$ cat config.mk
export PLATFORM = sky130hd
export DESIGN_NAME = word_unpacker
export DESIGN_NICKNAME = d
export VERILOG_FILES = /design/src/rtl/word_unpacker.sv
export SDC_FILE = /design/constraint.sdc
export NUM_CORES = 1
export LEC_CHECK = 0
export BUFFER_PORTS_ARGS = -buffer_cell sky130_fd_sc_hd__buf_4
export CAP_MARGIN = 20
export CORE_MARGIN = 4
export CORE_UTILIZATION = 55
export DETAILED_ROUTE_END_ITERATION = 16
export PLACE_DENSITY = 0.74
export SLEW_MARGIN = 20
export SYNTH_ARGS = -nofsm -noshare
export SYNTH_HDL_FRONTEND = slang
export SYNTH_SLANG_ARGS = --single-unit
$ cat constraint.sdc
create_clock -name clk -period 4.27 [get_ports clk]
set_input_delay 0.854 -clock clk [delete_from_list [all_inputs] [get_ports clk]]
set_output_delay 0.854 -clock clk [all_outputs]
set_load 0.01 [all_outputs]
$ cat src/rtl/word_unpacker.sv
// Width down-converter: IN_W-bit words through a DEPTH-word FIFO out as R = IN_W/OUT_W slices.
// Define UNPACK_LSB_FIRST_EN to emit the least significant slice first (MSB-first by default).
module word_unpacker #(
  parameter int IN_W  = 32,
  parameter int OUT_W = 8,
  parameter int DEPTH = 4
) (
  input  logic             clk,
  input  logic             reset_L,
  input  logic             valid_in,
  input  logic [IN_W-1:0]  data_in,
  output logic             ready_in,
  output logic             valid_out,
  output logic [OUT_W-1:0] data_out,
  output logic             last_out,
  input  logic             ready_out,
  output logic             idle
);

  localparam int R     = IN_W / OUT_W;
  localparam int IDX_W = $clog2(R);
  localparam int PTR_W = $clog2(DEPTH);
  localparam int CNT_W = PTR_W + 1;
  localparam logic [IDX_W-1:0] LAST_IDX = IDX_W'(R - 1);

  typedef enum logic {
    SH_EMPTY = 1'b0,
    SH_BUSY  = 1'b1
  } sh_state_e;

  logic [IN_W-1:0]  mem_q [DEPTH];
  logic [PTR_W-1:0] wr_ptr_q;
  logic [PTR_W-1:0] rd_ptr_q;
  logic [CNT_W-1:0] count_q;
  logic [CNT_W-1:0] count_d;

  sh_state_e        state_q;
  logic [IN_W-1:0]  shreg_q;
  logic [IDX_W-1:0] slice_idx_q;

  logic push;
  logic pop;
  logic fifo_nonempty;
  logic last_slice;

  assign fifo_nonempty = (count_q != '0);
  assign last_slice    = (slice_idx_q == LAST_IDX);

  // ready_in depends only on the occupancy register, never on ready_out or valid_in.
  assign ready_in = reset_L & (count_q < CNT_W'(DEPTH));
  assign push     = valid_in & ready_in;
  assign pop      = fifo_nonempty &
                    ((state_q == SH_EMPTY) |
                     ((state_q == SH_BUSY) & ready_out & last_slice));

  always_comb begin
    count_d = count_q;
    case ({push, pop})
      2'b10:   count_d = count_q + CNT_W'(1);
      2'b01:   count_d = count_q - CNT_W'(1);
      default: count_d = count_q;
    endcase
  end

  always_ff @(posedge clk) begin
    if (push) begin
      mem_q[wr_ptr_q] <= data_in;
    end
  end

  always_ff @(posedge clk or negedge reset_L) begin
    if (!reset_L) begin
      wr_ptr_q <= '0;
      rd_ptr_q <= '0;
      count_q  <= '0;
    end else begin
      if (push) begin
        wr_ptr_q <= wr_ptr_q + PTR_W'(1);
      end
      if (pop) begin
        rd_ptr_q <= rd_ptr_q + PTR_W'(1);
      end
      count_q <= count_d;
    end
  end

  // The outgoing slice always sits at one end of shreg_q; consumed slices shift out.
  always_ff @(posedge clk or negedge reset_L) begin
    if (!reset_L) begin
      state_q     <= SH_EMPTY;
      shreg_q     <= '0;
      slice_idx_q <= '0;
    end else begin
      case (state_q)
        SH_EMPTY: begin
          if (pop) begin
            shreg_q     <= mem_q[rd_ptr_q];
            slice_idx_q <= '0;
            state_q     <= SH_BUSY;
          end
        end
        SH_BUSY: begin
          if (ready_out) begin
            if (!last_slice) begin
`ifdef UNPACK_LSB_FIRST_EN
              shreg_q <= shreg_q >> OUT_W;
`else
              shreg_q <= shreg_q << OUT_W;
`endif
              slice_idx_q <= slice_idx_q + IDX_W'(1);
            end else if (fifo_nonempty) begin
              shreg_q     <= mem_q[rd_ptr_q];
              slice_idx_q <= '0;
            end else begin
              shreg_q     <= '0;
              slice_idx_q <= '0;
              state_q     <= SH_EMPTY;
            end
          end
        end
        default: begin
          state_q     <= SH_EMPTY;
          shreg_q     <= '0;
          slice_idx_q <= '0;
        end
      endcase
    end
  end

`ifdef UNPACK_LSB_FIRST_EN
  assign data_out = shreg_q[OUT_W-1:0];
`else
  assign data_out = shreg_q[IN_W-1 -: OUT_W];
`endif

  assign valid_out = (state_q == SH_BUSY);
  assign last_out  = valid_out & last_slice;
  assign idle      = ~fifo_nonempty & (state_q == SH_EMPTY);

endmodule
==> metrics.txt, run 1 <==
Rel. slew slack between 40 and 50%; fin crit share about two thirds; R2R Path End count_q[2]; Longest Clk Path Bufs 2; Routability Congestion between 0.7 and 0.8; pin count of the biggest net entering global routing 44; Setup TNS 0 ns; Total GRT Usage between 10% and 20%; VDD IR max roughly 0.00032 V; Via density roughly 6; Yosys warning count 0; full die area roughly 0.014 mm^2; ant diodes 0; Setup violations, final 0; number of distinct library cells after synthesis 30; crit start category flop; PortBufs 47; reg-to-reg startpoint slice_idx_q[0]; CTS tree done; share of post-route cells with drive strength above 1 31.6%; Core Util, Final approximately two thirds; R2R Setup Slk ~1.7 ns; Net count, final between 400 and 500; Top-Level Pins between 40 and 50; Tightest Pin Transition between 0.8 and 0.9 ns; pwr/cell area between 600 and 700 mW/mm^2; status finished clean; FF-to-FF path depth 10; critical path's slowest cell or3_1; CTS Buf Count 17; #FFs+latches synth 170; Mapped Cells ~330; fin area slightly below 0.008 mm^2; Die Height around 120 um; Max-cap violations 0; HPWL after DPL just over 7000 um; core footprint around 0.012 mm^2; first-pass GRT wire length approximately 18000 um; most common cell after layout, fill and taps aside edfxtp_1; vias in the first global route approximately 3300; DR vias around 3200; final hold violation count 0; Routed Antenna Nets 0; htree depth 4; DP Area between 0.007 and 0.008 mm^2; initial antenna violation count 0; CP required between 3 and 4 ns; Chip Width 118 um; area leader, netlist edfxtp_1; Leak 0.00293 uW; Seq/Total Area, Yosys between 70 and 80%; CP bufs+invs 1; delay-heaviest family, CP simple AND/OR/NAND/NOR gates; final cell count without fillers 532; worst path cell trace or3_1, nor2_1, buf_4; total power draw 4900 uW; Post-CTS Setup Inserts 0; top area cells in the synthesized netlist edfxtp_1 (58%), dfrtp_1 (16%), mux4_2 (9.2%); area share of the largest cell type after synthesis slightly below 60%; drt pass-1 iters 4; critical path's largest stage delay 0.67 ns; clock transition at the registers of the reported paths roughly 0.06 ns; DRT Wirelength 11500 um; initial core utilization between 50 and 60%; clock latency on the worst-skew pair around 0.42 ns; Worst Clk Skew 0.00729 ns; Clock Tree Root clkbuf_16; fmax around 350 MHz; Worst EP arrival 2.01 ns; min Tclk post-route approximately 2.9 ns; Setup crit end kind output port; Hold Path Class in2async; WL per Instance 21.7 um; dpl cells 500; clk sinks 170; CTS hold repair buffers 0; CTS resizes 0; # rows 39; final slew viol count 0; Iter 0 DRT Violations slightly below 300; Syn Nets approximately 370; Synth Cell Area 0.00665 mm^2; synthesized area per cell a little over 20 um^2; Area Overhead vs Synth 15.6%; most frequent cells in the layout edfxtp_1 (128), buf_4 (58), dfrtp_1 (40); RSZ-0062 raised after global routing no; DRC viols 0; Setup CP Type reg2out; CP max FO 23; GRT overflow 0; Worst Setup SP count_q[0]
==> state kept, by name (all words and copies together) (netlist names) <==
| signal | cells |
|---|---|
| slice_idx_q | 2 |
| rd_ptr_q | 2 |
| shreg_q | 32 |
| count_q | 3 |
| valid_out | 1 |
| mem_q | 128 |
| wr_ptr_q | 2 |
==> how the worst max path moves through the flow <==
stage                  to  slack [ns]  cells past startpoint
2_1_floorplan  count_q[2]        1.70                     10
6_report             idle        1.40                      3
5_1_grt              idle        1.31                      3
3_3_place_gp   count_q[2]        1.44                     10
3_5_place_dp   count_q[2]        1.34                     10
4_1_cts              idle        1.40                      3
==> report_power, final <==
group	total, uW	switching [uW]	internal, uW	leakage [uW]
combinational	1040	440	597	0.000949
sequential	2300	259	2040	0.00169
clock	1560	633	930	0.000288
total	4900	1330	3570	0.00293
==> cell type report <==
type                    instances  area [um^2]
well taps                     143          179
clock buffers                  17          425
repair buffers                 58          435
inverters                       6         22.5
multi-input cells             123         1540
flip-flops and latches        170         4900
clock inverters                15          186
fillers                       773         3930
==> synth_stat cells <==
| cell | instances |
|---|---|
| and2_0 | 1 |
| mux4_1 | 5 |
| a221o_1 | 24 |
| clkbuf_1 | 9 |
| nor2b_1 | 1 |
| and2_1 | 2 |
| mux2i_1 | 2 |
| mux2_2 | 2 |
| buf_12 | 2 |
| edfxtp_1 | 128 |
| nand3_1 | 1 |
| xnor2_1 | 3 |
| and3b_1 | 1 |
| buf_2 | 7 |
| buf_6 | 2 |
| inv_1 | 6 |
| and4b_1 | 6 |
| xor2_1 | 4 |
| a22o_1 | 10 |
| nand2b_1 | 1 |
| ha_1 | 6 |
| or3_1 | 1 |
| fa_1 | 1 |
| a21bo_2 | 1 |
| and3_1 | 22 |
| buf_4 | 8 |
| mux4_2 | 27 |
| nor2_1 | 2 |
| buf_1 | 1 |
| dfrtp_1 | 42 |
==> worst register-to-register path, stage by stage, from the launching register on <==
cell and delay [ns]:
dfrtp_1 0.39, ha_1 0.31, a21bo_2 0.37, and2_0 0.17, buf_4 0.22, ha_1 0.22, inv_1 0.06, fa_1 0.38
xor2_1 0.15, nor2_1 0.11, xor2_1 0.16
==> through the flow <==
stage          worst slack [ns]  hold slack [ns]
6_report                   1.40            0.413
5_1_grt                    1.31            0.444
3_3_place_gp               1.44            0.479
2_1_floorplan              1.70            0.458
3_5_place_dp               1.34            0.484
4_1_cts                    1.40            0.412
==> kinds of logic after synthesis <==
logic type | after synthesis | share of synthesized area (%)
flip-flops | 170 | 73.7
XOR/XNOR | 7 | 0.923
AO/OA/AOI/OAI | 35 | 5.08
multiplexers | 36 | 11.8
buffers and inverters | 35 | 3.28
AND/OR/NAND/NOR | 38 | 3.86
adder cells (fa/ha/maj) | 7 | 1.43
==> routing by layer <==
metal | vias up | wire, um | track usage (%)
li1 | 1437 | - | -
met1 | 1654 | 5110 | 24.1
met2 | 72 | 5730 | 27.2
met3 | 10 | 553 | 4.85
met4 | 0 | 127 | 6.37
met5 | - | 0 | 0
(Power assumes the default switching activity.)
==> run 2: changes to the inputs <==
ABC_AREA = 1   (was unset)
CORE_UTILIZATION = 54   (was 55)
PLACE_DENSITY = 0.75   (was 0.74)
clock period = 2.46 ns   (was 4.27 ns; I/O delays follow)
==> run 2 against run 1 <==
  * Hold slack worse by 0.26 ns
  * Largest cell class unchanged
  * Clock skew up 0.0011 ns
  * Sequential share of layout area down 3.1 points
  * Clock-buffer cell count up 6
  * Critical path depth up 8
  * Global-route usage up 2.3 points
  * Highest routed layer unchanged
  * Sequential power up 64%
  * Power up 73%
  * Design area up 5.1%
==> metrics.txt, run 2 <==
status finished clean; pin count of the biggest net entering global routing 43; critical path's slowest cell fa_1; PortBufs 47; Sequential Area roughly 0.0049 mm^2; Via density about 5.2; share of post-route cells with drive strength above 1 between 10% and 20%; core footprint around 0.013 mm^2; DR vias ~4400; CTS tree done; Rel. slew slack between 50 and 60%; pwr/cell area about 1000 mW/mm^2; Tightest Pin Transition 0.626 ns; Iter 0 DRT Violations 315; Max-cap violations 0; clock transition at the registers of the reported paths around 0.060 ns; fin crit share 84.8%; drt pass-1 iters 5; DP Area roughly 0.0075 mm^2; CP bufs+invs 2; most frequent cells in the layout edfxtp_1 (128), nand2_1 (125), inv_1 (80); Leak roughly 0.0034 uW; Syn Nets between 600 and 700; Worst Clk Skew roughly 0.0084 ns; RSZ-0062 raised after global routing no; delay-heaviest family, CP adder cells; first-pass GRT wire length between 20000 and 25000 um; Post-CTS Setup Inserts 0; Top-Level Pins 48; Longest Clk Path Bufs 2; area leader, netlist edfxtp_1; # rows just over 40; Yosys warning count 0; critical path's largest stage delay 0.39 ns; # fillers slightly below 1000; #FFs+latches synth 170; Synth Flop Type edfxtp_1; Routability Congestion 0.789; largest reg by FF count mem_q; CTS hold repair buffers 0; crit start category flop; final slew viol count 0; number of synthesized flops with an enable pin approximately 130; CP dominant cell by count ha_1; Setup TNS 0 ns; Die Height around 120 um; Worst EP arrival approximately 2.4 ns; DRC viols 0; Seq/Total Area, Yosys between 60% and 70%; worst path cell trace ha_1, inv_2, nand2_8, nand2_2, nor2_4, ha_1, inv_1, fa_1, a21oi_1, o21ai_0, xor2_1; HPWL after DPL about 8200 um; most common cell in the netlist edfxtp_1; CTS Buf Count 17; Post-synth top cells edfxtp_1 (128), nand2_1 (125), inv_1 (80); Multi-input gate area between 0.0015 and 0.002 mm^2; final hold violation count 0; most common cell after layout, fill and taps aside edfxtp_1; top flop regs mem_q x128, shreg_q x32, count_q x3; Total GRT Usage between 10% and 20%; final hold slack 0.152 ns; area share of the largest cell type after synthesis around 55%; Net count, final a little over 700; Setup CP Type reg2reg; Area Overhead vs Synth 14.5%; number of distinct library cells after synthesis 25; CP required ~2.8 ns; fmax about 480 MHz; Core Util, Final 63.5%; Mapped Cells between 600 and 700; initial antenna violation count 0; CTS resizes 0; full die area ~0.015 mm^2; min Tclk post-route approximately 2.1 ns; vias in the first global route about 4400; number of flip-flops under the largest register name 128; Routed Antenna Nets 0; Setup violations, final 0; synthesized area per cell roughly 11 um^2; CP max FO 10; top area cells in the synthesized netlist edfxtp_1 (55%), dfrtp_1 (15%), nand2_1 (6.7%); fin area 0.00808 mm^2; clock latency on the worst-skew pair approximately 0.43 ns; htree depth 4; initial core utilization 55.4%; GRT overflow 0; Synth Cell Area just over 0.007 mm^2; Setup crit end kind flop; VDD IR max 0.000845 V; ant diodes 0; Hold Path Class in2async; clk sinks 170; DRT Wirelength 13400 um; Post-synth ARST share between 20% and 30%; Clock Tree Root clkbuf_16; WL per Instance 15.8 um; Chip Width about 120 um
## run 2: cell families (layout without fill, tap and decap cells)
kind of cell             count (synthesis)  count (layout)  synth area share [%]
AND/OR/NAND/NOR                        236             236                  14.8
XOR/XNOR                                 4               4                 0.497
flip-flops                             170             170                  69.4
adder cells (fa/ha/maj)                  7               7                  1.35
buffers and inverters                  122             178                  7.95
AO/OA/AOI/OAI                           84              84                  5.96
## run 2: cell type report
class	count	share of cell area, %
Clock buffer	23	5.79
Clock inverter	9	1.19
Inverter	84	3.90
Multi-Input combinational cell	331	19.9
Sequential cell	170	60.6
Tap cell	172	2.67
Timing Repair Buffer	62	5.92
## run 2: power by group
part	total (uW)	internal [uW]	switching [uW]
combinational	2150	741	1410
sequential	3780	3510	270
clock	2540	1540	1000
## run 2: through the flow
stage               total power (uW)  instances  setup slack (ns)
floorplan                       5440        623            -0.280
global placement                5860        819             0.426
detailed placement              5980        819             0.356
CTS                             8520        851             0.361
global route                    9000        851             0.189
finish                          8470        851             0.374
## run 2: worst paths after layout
check | start | end | slack, ns | depth (start not counted)
setup / recovery | slice_idx_q[0] | count_q[2] | 0.37 | 11
hold / removal | reset_L | slice_idx_q[0] | 0.15 | 2
setup reg to reg | slice_idx_q[0] | count_q[2] | 0.37 | 11
hold reg to reg | slice_idx_q[1] | slice_idx_q[1] | 0.48 | 2
max in group asynchronous | reset_L | rd_ptr_q[0] | 1.90 | 2
min in group clk | data_in[1] | mem_q[3][1] | 0.26 | 1
## run 2: metal layers
metal,vias up,share of wire [%],global-route usage [%]
met5,-,0,0
met4,0,1.8,8.12
met3,20,5.0,4.33
met2,112,50,32.4
met1,2139,43,25.9
li1,2157,-,-
